### config.mk
export PLATFORM = sky130hd
export DESIGN_NAME = vector_alu_pipe
export DESIGN_NICKNAME = d
export VERILOG_FILES = /design/src/rtl/vector_alu_pkg.sv /design/src/rtl/vector_alu_pipe_seq_multiplier.sv /design/src/rtl/vector_alu_pipe.sv
export SDC_FILE = /design/constraint.sdc
export NUM_CORES = 1
export LEC_CHECK = 0
export CORE_MARGIN = 5
export CORE_UTILIZATION = 55
export CTS_CLUSTER_SIZE = 40
export DETAILED_ROUTE_END_ITERATION = 6
export GPL_ROUTABILITY_DRIVEN = 0
export PLACE_DENSITY = 0.75
export SYNTH_ARGS = -nofsm -noshare
export SYNTH_HDL_FRONTEND = slang
export SYNTH_SLANG_ARGS = --single-unit
### constraint.sdc
create_clock -name CLK -period 8.9 [get_ports CLK]
set_input_delay 1.78 -clock CLK [delete_from_list [all_inputs] [get_ports CLK]]
set_output_delay 1.78 -clock CLK [all_outputs]
set_load 0.05 [all_outputs]
### src/rtl/vector_alu_pkg.sv
// Shared types for the vector ALU: opcode encodings, pipeline states and a
// helper that locates a lane inside a packed vector.
package vector_alu_pkg;

  typedef enum logic [3:0] {
    OP_ADD  = 4'b0000,
    OP_SUB  = 4'b0001,
    OP_MULT = 4'b0010,
    OP_XOR  = 4'b0011,
    OP_ADDV = 4'b0100,
    OP_SUBV = 4'b0101,
    OP_XORV = 4'b0110,
    OP_SLV  = 4'b0111,
    OP_SRV  = 4'b1000,
    OP_SCLV = 4'b1001,
    OP_SCRV = 4'b1010,
    OP_NOP  = 4'b1111
  } opcode_e;

  typedef enum logic [1:0] {
    IDLE,
    FULL,
    MUL
  } state_e;

  // Bit position of the least significant bit of a lane.
  function automatic int lane_lsb(input int lane, input int lane_w);
    return lane * lane_w;
  endfunction

endpackage

### src/rtl/vector_alu_pipe_seq_multiplier.sv
// Radix-2 shift-add multiplier: one partial product per cycle for WIDTH
// cycles, keeping the low WIDTH bits of the unsigned product.
module seq_multiplier #(
  parameter int WIDTH = 32
) (
  input  logic             clk_sys,
  input  logic             rst,
  input  logic             start,
  input  logic [WIDTH-1:0] op_a,
  input  logic [WIDTH-1:0] op_b,
  output logic             busy,
  output logic             done,
  output logic [WIDTH-1:0] product
);

  logic [WIDTH-1:0] cnt_q, cnt_d;
  logic [WIDTH-1:0] acc_q, acc_d;
  logic [WIDTH-1:0] mcand_q, mcand_d;
  logic [WIDTH-1:0] mplier_q, mplier_d;
  logic [WIDTH-1:0] acc_step;

  assign acc_step = mplier_q[0] ? (acc_q + mcand_q) : acc_q;
  assign busy     = (cnt_q != '0);
  // The final step's sum is offered combinationally so the caller can load
  // it on the same edge the counter terminates.
  assign done     = (cnt_q == WIDTH'(1));
  assign product  = acc_step;

  always_comb begin
    cnt_d    = cnt_q;
    acc_d    = acc_q;
    mcand_d  = mcand_q;
    mplier_d = mplier_q;
    if (start) begin
      cnt_d    = WIDTH'(WIDTH);
      acc_d    = '0;
      mcand_d  = op_a;
      mplier_d = op_b;
    end else if (busy) begin
      cnt_d    = cnt_q - WIDTH'(1);
      acc_d    = acc_step;
      mcand_d  = mcand_q << 1;
      mplier_d = mplier_q >> 1;
    end
  end

  always_ff @(posedge clk_sys) begin
    if (rst) begin
      cnt_q    <= '0;
      acc_q    <= '0;
      mcand_q  <= '0;
      mplier_q <= '0;
    end else begin
      cnt_q    <= cnt_d;
      acc_q    <= acc_d;
      mcand_q  <= mcand_d;
      mplier_q <= mplier_d;
    end
  end

endmodule

### src/rtl/vector_alu_pipe.sv
// Execute-stage vector ALU with a registered, handshaked result and an
// iterative multiply.
//   state | meaning
//   IDLE  | no result held, ready for a new op
//   FULL  | result held on ALU_OUT/FLAGS, ready only when it drains
//   MUL   | multiply iterating, upstream stalled
module vector_alu_pipe
  import vector_alu_pkg::*;
#(
  parameter int LANES  = 4,
  parameter int LANE_W = 8
) (
  input  logic                       CLK,
  input  logic                       RST,
  input  logic                       IN_VALID,
  output logic                       IN_READY,
  input  logic [LANES*LANE_W-1:0]    SRC_A,
  input  logic [LANES*LANE_W-1:0]    SRC_B,
  input  logic [3:0]                 ALU_CONTROL,
  output logic                       OUT_VALID,
  input  logic                       OUT_READY,
  output logic [LANES*LANE_W-1:0]    ALU_OUT,
  output logic [LANES-1:0]           FLAGS
);

  localparam int WIDTH = LANES * LANE_W;
  localparam int SH_W  = $clog2(LANE_W);

  state_e            state_q, state_d;
  logic              out_valid_q, out_valid_d;
  logic [WIDTH-1:0]  alu_q, alu_d;
  logic [LANES-1:0]  flags_q, flags_d, zero_d;
  logic              load, accept, drain, is_single, mul_start;
  logic              mul_busy, mul_done;
  logic [WIDTH-1:0]  mul_product, lane_res, op_res;
  logic [SH_W-1:0]   shamt;
  opcode_e           op;

  assign op     = opcode_e'(ALU_CONTROL);
  assign shamt  = SRC_B[SH_W-1:0];
  assign accept = IN_VALID & IN_READY;
  assign drain  = out_valid_q & OUT_READY;

  for (genvar i = 0; i < LANES; i++) begin : g_lane
    localparam int LSB = lane_lsb(i, LANE_W);
    logic [LANE_W-1:0] la, lb, res;
    assign la = SRC_A[LSB +: LANE_W];
    assign lb = SRC_B[LSB +: LANE_W];
    always_comb begin
      res = '0;
      case (op)
        OP_ADDV: res = la + lb;
        OP_SUBV: res = la - lb;
        OP_XORV: res = la ^ lb;
        OP_SLV:  res = la << shamt;
        OP_SRV:  res = la >> shamt;
        OP_SCLV: res = (la << shamt) | (la >> (LANE_W - int'(shamt)));
        OP_SCRV: res = (la >> shamt) | (la << (LANE_W - int'(shamt)));
        default: res = '0;
      endcase
    end
    assign lane_res[LSB +: LANE_W] = res;
    assign zero_d[i] = ~|alu_d[LSB +: LANE_W];
  end

  always_comb begin
    op_res    = lane_res;
    is_single = 1'b1;
    case (op)
      OP_ADD:  op_res = SRC_A + SRC_B;
      OP_SUB:  op_res = SRC_A - SRC_B;
      OP_XOR:  op_res = SRC_A ^ SRC_B;
      OP_ADDV, OP_SUBV, OP_XORV, OP_SLV, OP_SRV, OP_SCLV, OP_SCRV: is_single = 1'b1;
      default: is_single = 1'b0;
    endcase
  end

  seq_multiplier #(.WIDTH(WIDTH)) u_mult (
    .clk_sys (CLK),
    .rst     (RST),
    .start   (mul_start),
    .op_a    (SRC_A),
    .op_b    (SRC_B),
    .busy    (mul_busy),
    .done    (mul_done),
    .product (mul_product)
  );

  // Next state; a drain in FULL falls through to the IDLE accept path so
  // back-to-back ops issue every cycle.
  always_comb begin
    state_d   = state_q;
    mul_start = 1'b0;
    case (state_q)
      IDLE, FULL: begin
        if (drain) state_d = IDLE;
        if (accept) begin
          if (op == OP_MULT) begin
            mul_start = 1'b1;
            state_d   = MUL;
          end else if (is_single) begin
            state_d = FULL;
          end
        end
      end
      MUL: if (mul_busy && mul_done) state_d = FULL;
      default: state_d = IDLE;
    endcase
  end

  always_comb begin
    alu_d = alu_q;
    load  = 1'b0;
    if (state_q == MUL) begin
      if (mul_busy && mul_done) begin
        alu_d = mul_product;
        load  = 1'b1;
      end
    end else if (accept && is_single) begin
      alu_d = op_res;
      load  = 1'b1;
    end
    flags_d     = load ? zero_d : flags_q;
    out_valid_d = (state_d == FULL);
  end

  always_comb begin
    IN_READY = 1'b0;
    if (!RST) begin
      case (state_q)
        IDLE:    IN_READY = 1'b1;
        FULL:    IN_READY = OUT_READY;
        default: IN_READY = 1'b0;
      endcase
    end
  end

  always_ff @(posedge CLK) begin
    if (RST) begin
      state_q     <= IDLE;
      out_valid_q <= 1'b0;
      alu_q       <= '0;
      flags_q     <= '0;
    end else begin
      state_q     <= state_d;
      out_valid_q <= out_valid_d;
      alu_q       <= alu_d;
      flags_q     <= flags_d;
    end
  end

  assign OUT_VALID = out_valid_q;
  assign ALU_OUT   = alu_q;
  assign FLAGS     = flags_q;

endmodule

# Word-level counts from Yosys, hierarchy flattened
# Cells that the tools add are included.
totals:
  regBits: 167
  input_bits: 72
  word_cells: 114
  out_inout_bits: 38
op_classes:
  addsub: 13
  mux: 30
  shifts: 16
  reduce_logical: 17
  n_eq_ne: 14
  bitwise: 15
ops:
  columns: ["operator", "n"]
  rows:
  - ["two-way mux 32 bit", 8]
  - ["one-hot mux 8 bit (7 select lines)", 4]
  - ["left shift 8 x 32 -> 8 bit", 4]
  - [">> shifter 8 x 32 -> 8 bit", 4]
  - ["one-hot mux 32 bit (3 select lines)", 1]
  - ["adder 32 bit", 2]
  - ["bitwise OR 8 bit", 8]
  - ["adder 8 bit", 4]
  - ["equality test 32 x 1 -> 1 bit (second input constant)", 1]
  - ["nonzero test 32 bit", 1]
  - ["OR reduction 8 bit", 4]
  - ["left shift 8 x 3 -> 8 bit", 4]
  - [">> shifter 8 x 3 -> 8 bit", 4]
  - ["subtractor 32 x 1 -> 32 bit (second input constant)", 1]
  - ["subtractor 32 bit", 1]
  - ["subtractor 8 bit", 4]
  - ["bitwise XOR 32 bit", 1]
  - ["bitwise XOR 8 bit", 4]
  - ["equality test 4 x 3 -> 1 bit (second input constant)", 4]
  - ["equality test 4 bit (second input constant)", 3]
  - ["two-way mux 6 bit", 2]
  - ["two-way mux 2 bit", 5]
  - ["OR reduction 10 bit", 1]
  - ["equality test 4 x 2 -> 1 bit (second input constant)", 2]
  - ["14 further kinds", 28]

# Depth between registers and ports, before layout
logic_depth:
  word_depth: 9
  ltp_mapped: 26
  mapped_depth_nobuf: 21

# Hierarchy
# Synthesis repeated with hierarchy kept, for this count alone.
hier_totals:
  hier_cells: 2589
  hier_area_um2: 18970.7
modules_own_cells:
  columns: ["mod", "area_per_inst_um2", "cells_per_inst", "seq_area_each_um2", "n_inst"]
  rows:
  - ["vector_alu_pipe", 11310.8, 1557, 780.7, 1]
  - ["seq_multiplier", 7659.8, 1032, 2562.5, 1]

# Worst setup path after synthesis
# No wires, ideal clock.
synth_path:
  path_type: "input -> register"
  start: "input port SRC_B[1]"
  end: "register flags_q[3], in the netlist FLAGS[3]"
  n_path_buf: 5
  required_ns: 8.838
  t_arrival_ns: 6.861
  slack_ns: 1.977
  setup_time_ns: 0.062
  cell_stages: 25
  cell_sequence: "buf_2 > inv_1 > buf_2 > clkbuf_1 > ha_1 > buf_2 > nor2b_1 > and3b_1 > nor3b_1 > a21oi_1 > a21oi_1 > o21ai_0 > xnor2_1 > ha_1 > clkbuf_1 > nand4_1 > or3_1 > nand2_1 > mux2i_1 > a211o_1 > a2111oi_2 > and2_1 > nand4_1 > nor4b_2 > a32o_1"
synth_between:
  elab_chain_len: 9
  elab_cells_between_ends: 15
  classes_between: "add/sub (3); shift (4); mux (4); bitwise (2); reduce/logical (2)"
synth_rtl:
  columns: ["item", "line_no", "text"]
  rows:
  - ["start: declaration", "vector_alu_pipe.sv:18", "input logic [LANES*LANE_W-1:0] SRC_B,"]
  - ["subtractor 4 x 3 -> 5 bit", "vector_alu_pipe.sv:57, vector_alu_pipe.sv:58", null]
  - ["left shift 8 x 32 -> 8 bit / >> shifter 8 x 32 -> 8 bit (equally long branches)", "vector_alu_pipe.sv:58, vector_alu_pipe.sv:57", null]
  - ["bitwise OR 8 bit, on equally long branches", "vector_alu_pipe.sv:58, vector_alu_pipe.sv:57", null]
  - ["one-hot mux 8 bit (7 select lines)", "vector_alu_pipe.sv:51", "case (op)"]
  - ["one-hot mux 32 bit (3 select lines) *", "vector_alu_pipe.sv:69", "case (op)"]
  - ["two-way mux 32 bit *", "vector_alu_pipe.sv:119", "end else if (accept && is_single) begin"]
  - ["two-way mux 32 bit *", "vector_alu_pipe.sv:114", "if (state_q == MUL) begin"]
  - ["OR reduction 8 bit *", "vector_alu_pipe.sv:63", "assign zero_d[i] = ~|alu_d[LSB +: LANE_W];"]
  - ["logical NOT 1 bit *", "vector_alu_pipe.sv:63", null]
  - ["end signal: assignment", "vector_alu_pipe.sv:148", "flags_q <= flags_d;"]
  - ["end: declaration", "vector_alu_pipe.sv:32", "logic [LANES-1:0] flags_q, flags_d, zero_d;"]
# Mark *: on every way between the ends. The rest lies on a longest branch, timed or not.
# A chain may end at the register's enable or synchronous reset.

# Worst setup path in the final report
layout_path:
  start: "input port ALU_CONTROL[0]"
  end: "register flags_q[3], in the netlist FLAGS[3]"
layout_between:
  elab_chain_len: 8
  elab_cells_between_ends: 21
  classes_between: "eq/ne (9); mux (7); reduce/logical (5)"
layout_rtl:
  columns: ["item", "line_no", "text"]
  rows:
  - ["start: declaration", "vector_alu_pipe.sv:19", "input logic [3:0] ALU_CONTROL,"]
  - ["parallel branches: the longest is 8 deep, another holds one-hot mux 32 bit (3 select lines)", null, null]
# Parallel ways; which one is timed is not known.

==> results.ini <==
[die]
fp.dieW_um=188
row_count=65
io_pins=110
core_um2=31400
die_h_um=188
start_util_pct=55.5
die-area_um2=35300

[outcome]
status=finished clean

[worst_setup_path]
ff2ff_path_depth=11
startpoint=ALU_CONTROL[0]
reg2reg_to=FLAGS[3]$_SDFFE_PP0P_
critPathLaunchType=input pin
reg2reg_slack_ps=4790
crit_required_ps=9280
worstPathMaxFanout=17
arrival_ps=7370
rr_startpoint=state_q[0]$_SDFF_PP0_
critPathKind=input pin to flop
end_kind=flop
crit_end=FLAGS[3]$_SDFFE_PP0P_

[timing]
slew_viol_final=0
min_period_ps=6990
fin_crit_sh_pct=78.6
tightest_slew_ps=1410
setup_viol=0
finClkSkew_ps=12.6
max_freq_mhz=143
rsz0062_at_grt=false
fin_setup_tns_ps=0
slew-limit-headroom_pct=3.49
whs_ps=451
hold_viol_final=0
layout_setup_ws_ps=1910

[route]
drtPass1Iterations=7
wl_mm=65.1
drcViolationCount=0
drt_iter0_drc=3899
ant_nets=0
dr_total_vias=19400
routed_via_density=6.86
wire_per_inst_um=23.1

[global_route]
grt_first_pass_wirelength_mm=100
overflow=0
grt_pass1_vias=18000
grt_max_degree=91
grtUsageTotal_pct=35.1
antenna_found_initial=3

[synth]
syn_nets=2613
yosysSeqAreaShare_pct=19.2
synth_area_leaders=dfxtp_1 19%, nand2_1 7.2%, ha_1 7.0%
ys_warn_count=0
synth_area_um2=17400
async_flop_share_pct=0
syn_area_per_cell_um2=7.14
synth_top_cell_area_share_pct=19.2
synth_cells=2438
yosys.area.top_type=dfxtp_1
synth.ff_latch_count=167
ys.flop_type=dfxtp_1
yosysUniqueCellTypes=100
synth_edf_count=0

[cts]
cts.sinks=167
htree_levels=4
post_cts_buffers=0
cts_buffer_depth=2
tritoncts=done
cts_buffers=17
cts_root_buf=clkbuf_16
hold_buffers=0
cts.repair.resized=0
clkTransAtPathRegs_ps=70
clock_latency_ps=440

[power]
p_leak_nw=7.04
ir_worst_vdd_mv=0.266
p_per_area_nw_per_um2=164

[placed_design]
place_inst=2788
dpl_cell_area_um2=18500
io_buffers=109
pre_cts_slack_ps=1650
hpwl_mm=48.2

[run]
drv_cap=0

[cells_and_area]
syn_to_final_growth_pct=9.64
instances_no_fill=2822
final_nets=2580
final_area_um2=19100
drive_gt1_share_pct=6.16

[min_path]
worstHoldPathCells=2
hold_path.class=flop to flop

[final cells by class]
class                   count  area (um^2)
diodes                      2         5.00
clock buffers              18          439
clock inverters            14          153
fillers                  2851        12300
inverters                  41          154
multi-input cells        2038        13200
flip-flops and latches    167         3340
well taps                 402          503
repair buffers            140         1310
[worst max-delay path: stages]
cell             delay [ps]
clkdlybuf4s50_1         810
nor4b_2                1060
a21oi_1                 330
a21oi_1                 430
o21ai_0                 190
xnor2_1                 180
ha_1                    470
nand4_1                 190
or3_1                   400
nand2_1                  80
mux2i_1                  70
a211o_1                 320
a2111oi_2               340
and2_1                  190
nand4_1                 100
nor4b_2                 240
a32o_1                  190
[routing by layer]
layer	global-route usage, %	vias up	part of all wire, %
met5	0	-	0.020
met4	19.1	2	6.4
met3	7.82	314	13
met2	53.1	1409	42
met1	46.7	8815	39
li1	-	8833	-
[metrics by stage]
stage                     total power [mW]  utilization, %
after floorplan                       1.97               -
after global placement                2.31            58.9
after detailed placement              2.34            58.9
after CTS                             3.10            60.8
after global routing                  3.31            60.8
final                                 3.13            60.8
[where the power goes]
part / internal [mW] / switching, mW / total (mW)
combinational: 0.533 / 0.908 / 1.44
clock: 0.407 / 0.346 / 0.752
sequential: 0.838 / 0.0956 / 0.934
total: 1.78 / 1.35 / 3.13
[how the worst min path moves through the flow]
stage	start	endpoint	slack, ps
2_1_floorplan	u_mult.cnt_q[7]$_SDFFE_PP0P_	u_mult.cnt_q[7]$_SDFFE_PP0P_	440
3_3_place_gp	FLAGS[0]$_SDFFE_PP0P_	FLAGS[0]$_SDFFE_PP0P_	440
3_5_place_dp	FLAGS[0]$_SDFFE_PP0P_	FLAGS[0]$_SDFFE_PP0P_	450
4_1_cts	FLAGS[0]$_SDFFE_PP0P_	FLAGS[0]$_SDFFE_PP0P_	450
5_1_grt	FLAGS[0]$_SDFFE_PP0P_	FLAGS[0]$_SDFFE_PP0P_	480
6_report	FLAGS[0]$_SDFFE_PP0P_	FLAGS[0]$_SDFFE_PP0P_	450
[cells in the mapped netlist, drive strengths merged (13+ instances only)]
cell type and instances:
nor2 322, a31oi 21, a211oi 42, nand4 20, o22ai 34, o211ai 29
ha 97, dfxtp 167, nor2b 27, a21o 28, inv 39, a21boi 13
nand2b 16, mux4 15, a21oi 209, a22oi 13, nor3b 13, a311oi 67
clkbuf 148, nand3 53, o21ai 121, and2 17, o221ai 15, mux2 24
nor3 49, o21a 15, nor4 19, xnor2 117, xor2 58, and3 13
a221oi 18, buf 44, nand2 335, mux2i 49, or3 22
[flip-flops by register name, indices dropped and copies added (netlist names)]
register and flops:
ALU_OUT 32, FLAGS 4, OUT_VALID 1, state_q 2, u_mult.acc_q 32, u_mult.cnt_q 32
u_mult.mcand_q 32, u_mult.mplier_q 32
[logic make-up (layout without fill, tap and decap cells)]
| logic type | count (synthesis) | in the layout | synth area share [%] |
|---|---|---|---|
| AND/OR/NAND/NOR | 951 | 951 | 25.0 |
| flip-flops | 167 | 167 | 19.2 |
| adder cells (fa/ha/maj) | 103 | 103 | 7.66 |
| other | 0 | 2 | 0 |
| buffers and inverters | 233 | 213 | 5.29 |
| multiplexers | 88 | 88 | 6.31 |
| AO/OA/AOI/OAI | 721 | 721 | 27.7 |
| XOR/XNOR | 175 | 175 | 8.85 |
[cells in the final DEF, fill, tap and decap left out, types with 24 or more instances in the layout]
cell type,n
nand2_1,335
nor2_1,321
a21oi_1,208
dfxtp_1,167
xnor2_1,116
o21ai_0,112
clkdlybuf4s50_1,106
ha_1,96
a311oi_1,67
xor2_1,58
nand3_1,52
mux2i_1,49
nor3_1,47
a211oi_1,41
inv_1,39
o22ai_1,34
buf_4,33
o211ai_1,29
a21o_1,28
nor2b_1,27
mux2_2,24
Power figures use the tool's default switching activity.
==> RTL edit, RTL diff (same flow settings) <==
Register the output `FLAGS` once more, with the module's reset; this adds one clock of latency there. The other outputs are not delayed to match.
--- a/src/rtl/vector_alu_pipe.sv
+++ b/src/rtl/vector_alu_pipe.sv
@@ -153,3 +153,9 @@
   assign ALU_OUT   = alu_q;
-  assign FLAGS     = flags_q;
+  always_ff @(posedge CLK) begin
+    if (RST) begin
+      FLAGS <= '0;
+    end else begin
+      FLAGS <= flags_q;
+    end
+  end
 
Check against the original RTL: not equivalent (a bounded check fails within 4 cycles, from zero or initial values and one cycle with RST high).
==> RTL edit against the original RTL <==
- the run now ends with DRC left
- utilization up 0.068 points
- area after synthesis barely moved
- sequential power grew 2%
- sequential cell count increased by 4
- cell area up 0.11%
- setup slack got worse by 0.36 ns
- clock skew is 0.021 ns higher
- first-iteration DRC count shrank 13%
- global-route usage up 0.77 points
- routed wire length grew 2.5%
- count of clock-buffer cells in the layout up 2
- power grew 5.9%
- highest routed layer is now met4
==> RTL edit: results (changes against the original RTL) <==
- Number of global-route vias before repair: 18,000 (+0.017%)
- Antenna violations before repair: 0 (-3)
- Longest Clk Path Bufs: 2 (unchanged)
- Largest net degree at the start of global routing: 88 (-3.3%)
- Layout cells sized above 1: 6.38% (+0.22 points)
- Synth Net Count: 2,600 (-0.50%)
- First-pass GRT wire length: 102,000 microns (+1.6%)
- Synth top cells by count: 334 x nand2_1, 300 x nor2_1, 202 x a21oi_1
- Post-synth ARST share: 0% (unchanged)
- Routed len/inst: 23.9 microns (+3.4%)
- Setup Skew: 0.0331 ns (+0.0206 ns)
- Register area share after synthesis: 19.7% (+0.47 points)
- Reg-to-reg startpoint: u_mult.cnt_q[24]$_SDFFE_PP0P_
- Peak supply drop: 0.000254 V (-4.8%)
- Failing checks: DRC
- Clock Latency Late Sink: 0.49 ns (+0.05 ns)
- Worst Path Arrival: 7.76 ns (+0.39 ns)
- Hpwl dp: 47,700 microns (-1.1%)
- N_diodes: 0 (-2)
- Slowest stage delay, CP: 0.44 ns (-0.62 ns)
- Switching power: 0.00146 W (+8.3%)
- CP max-delay cell: nor3b_1
- Synth warn: 0 (unchanged)
- Gr usage total: 35.9% (+0.77 points)
- Status: complete, but fails checks
- CP Capture Point: flags_q[3]$_SDFFE_PP0P_
- Worst r2r dst: flags_q[2]$_SDFFE_PP0P_
- Grt total ovfl: 0 (unchanged)
- Reg2reg setup slack: 4.69 ns (-0.10 ns)
- Cell count of the worst reg-to-reg path: 11 (unchanged)
- PostCTS Resize Cnt: 0 (unchanged)
- Port Buf Inserts: 109 (unchanged)
- Worst slew pin tran: 1.04 ns (-0.375 ns)
- Dominant cells by area after synthesis: dfxtp_1 20%, nand2_1 7.2%, ha_1 7.0%
- Clock slew at reported path FFs: 0.10 ns (+0.03 ns)
- Worst path top cell family by delay: simple AND/OR/NAND/NOR gates
- DRT iter0 DRCs: 3,406 (-13%)
- Filler Cell Count: 2,900 (+1.7%)
- Postcts setup bufs: 0 (unchanged)
- Vias: 19,500 (+0.75%)
- DRC Markers: 34 (+34)
- DRT Pass-1 Iters: 7 (unchanged)
- CTS root buffer: clkbuf_16
- Crit-path max FO: 35 (+18)
- Distinct cell type count after synthesis: 99 (-1.0%)
- Num CTS Buffers: 17 (unchanged)
- P_leak: 7.26 nW (+3.2%)
- Hold crit path type: register to register
- Worst Setup SP: SRC_B[2]
- CTS H-tree depth: 4 (unchanged)
==> RTL edit: cell count changes in the layout (fill, tap and decap cells not counted), sizes merged, moves of 7 or more <==
cell	unedited run	this run
nor2	322	301
and3	13	26
a211oi	42	30
nand3	53	39
a21o	28	41
nor2b	27	20
o2111ai	9	2
o21a	15	6
==> RTL edit: worst min-delay path, cell delays in order, from the launching register on <==
cell and delay, ns:
dfxtp_1 0.32, nand2_1 0.06, a311oi_1 0.08
==> RTL edit: cell type report <==
cell class / count / area, sq um / share of cell area (%)
multi-input cells: 2009 / 13100 / 68.5
flip-flops and latches: 171 / 3420 / 17.9
repair buffers: 137 / 1290 / 6.76
well taps: 402 / 503 / 2.63
clock buffers: 20 / 457 / 2.39
inverters: 48 / 180 / 0.943
clock inverters: 12 / 155 / 0.812
==> RTL edit: worst min path at each step <==
stage / from / end / slack (ns) / cells past startpoint
floorplan: flags_q[2]$_SDFFE_PP0P_ / FLAGS[2]$_SDFF_PP0_ / 0.44 / 1
global placement: u_mult.cnt_q[23]$_SDFFE_PP0P_ / u_mult.cnt_q[23]$_SDFFE_PP0P_ / 0.45 / 2
detailed placement: flags_q[1]$_SDFFE_PP0P_ / FLAGS[1]$_SDFF_PP0_ / 0.46 / 1
CTS: flags_q[1]$_SDFFE_PP0P_ / FLAGS[1]$_SDFF_PP0_ / 0.47 / 1
global route: u_mult.mplier_q[11]$_SDFFE_PP0P_ / u_mult.mplier_q[10]$_SDFFE_PP0P_ / 0.50 / 2
finish: u_mult.mplier_q[11]$_SDFFE_PP0P_ / u_mult.mplier_q[10]$_SDFFE_PP0P_ / 0.46 / 2
==> RTL edit: metal layers <==
layer	track usage, %	wire length, microns	share of wire (%)
met1	45.9	25300	38
met2	54.0	27900	42
met3	13.0	9650	14
met4	16.9	3970	5.9
met5	0	0	0
==> RTL edit: stage by stage <==
stage / instances / instance area (sq um) / util [%] / power (W) / setup WS (ns)
floorplan: 2425 / 17400 / - / 0.00205 / 1.91
global placement: 2767 / 18500 / 58.9 / 0.00241 / 1.37
detailed placement: 2767 / 18500 / 58.9 / 0.00244 / 1.35
CTS: 2799 / 19100 / 60.9 / 0.00327 / 1.81
global route: 2799 / 19100 / 60.9 / 0.00347 / 1.23
finish: 2799 / 19100 / 60.9 / 0.00331 / 1.55
==> RTL edit: kinds of logic after synthesis <==
logic type | share of synthesized area [%]
fa+ha+maj | 7.66
flops | 19.7
xor+xnor | 8.96
buf+inv | 5.45
mux | 7.00
simple gates | 23.9
compound gates | 27.3
==> RTL edit: power groups by stage <==
stage,sequential [W],clock [W],combinational [W]
final,0.000953,0.000827,0.00153
after detailed placement,0.000967,0,0.00148
after floorplan,0.000983,0,0.00106
after global routing,0.000965,0.000860,0.00165
after CTS,0.000951,0.000827,0.00149
after global placement,0.000962,0,0.00145
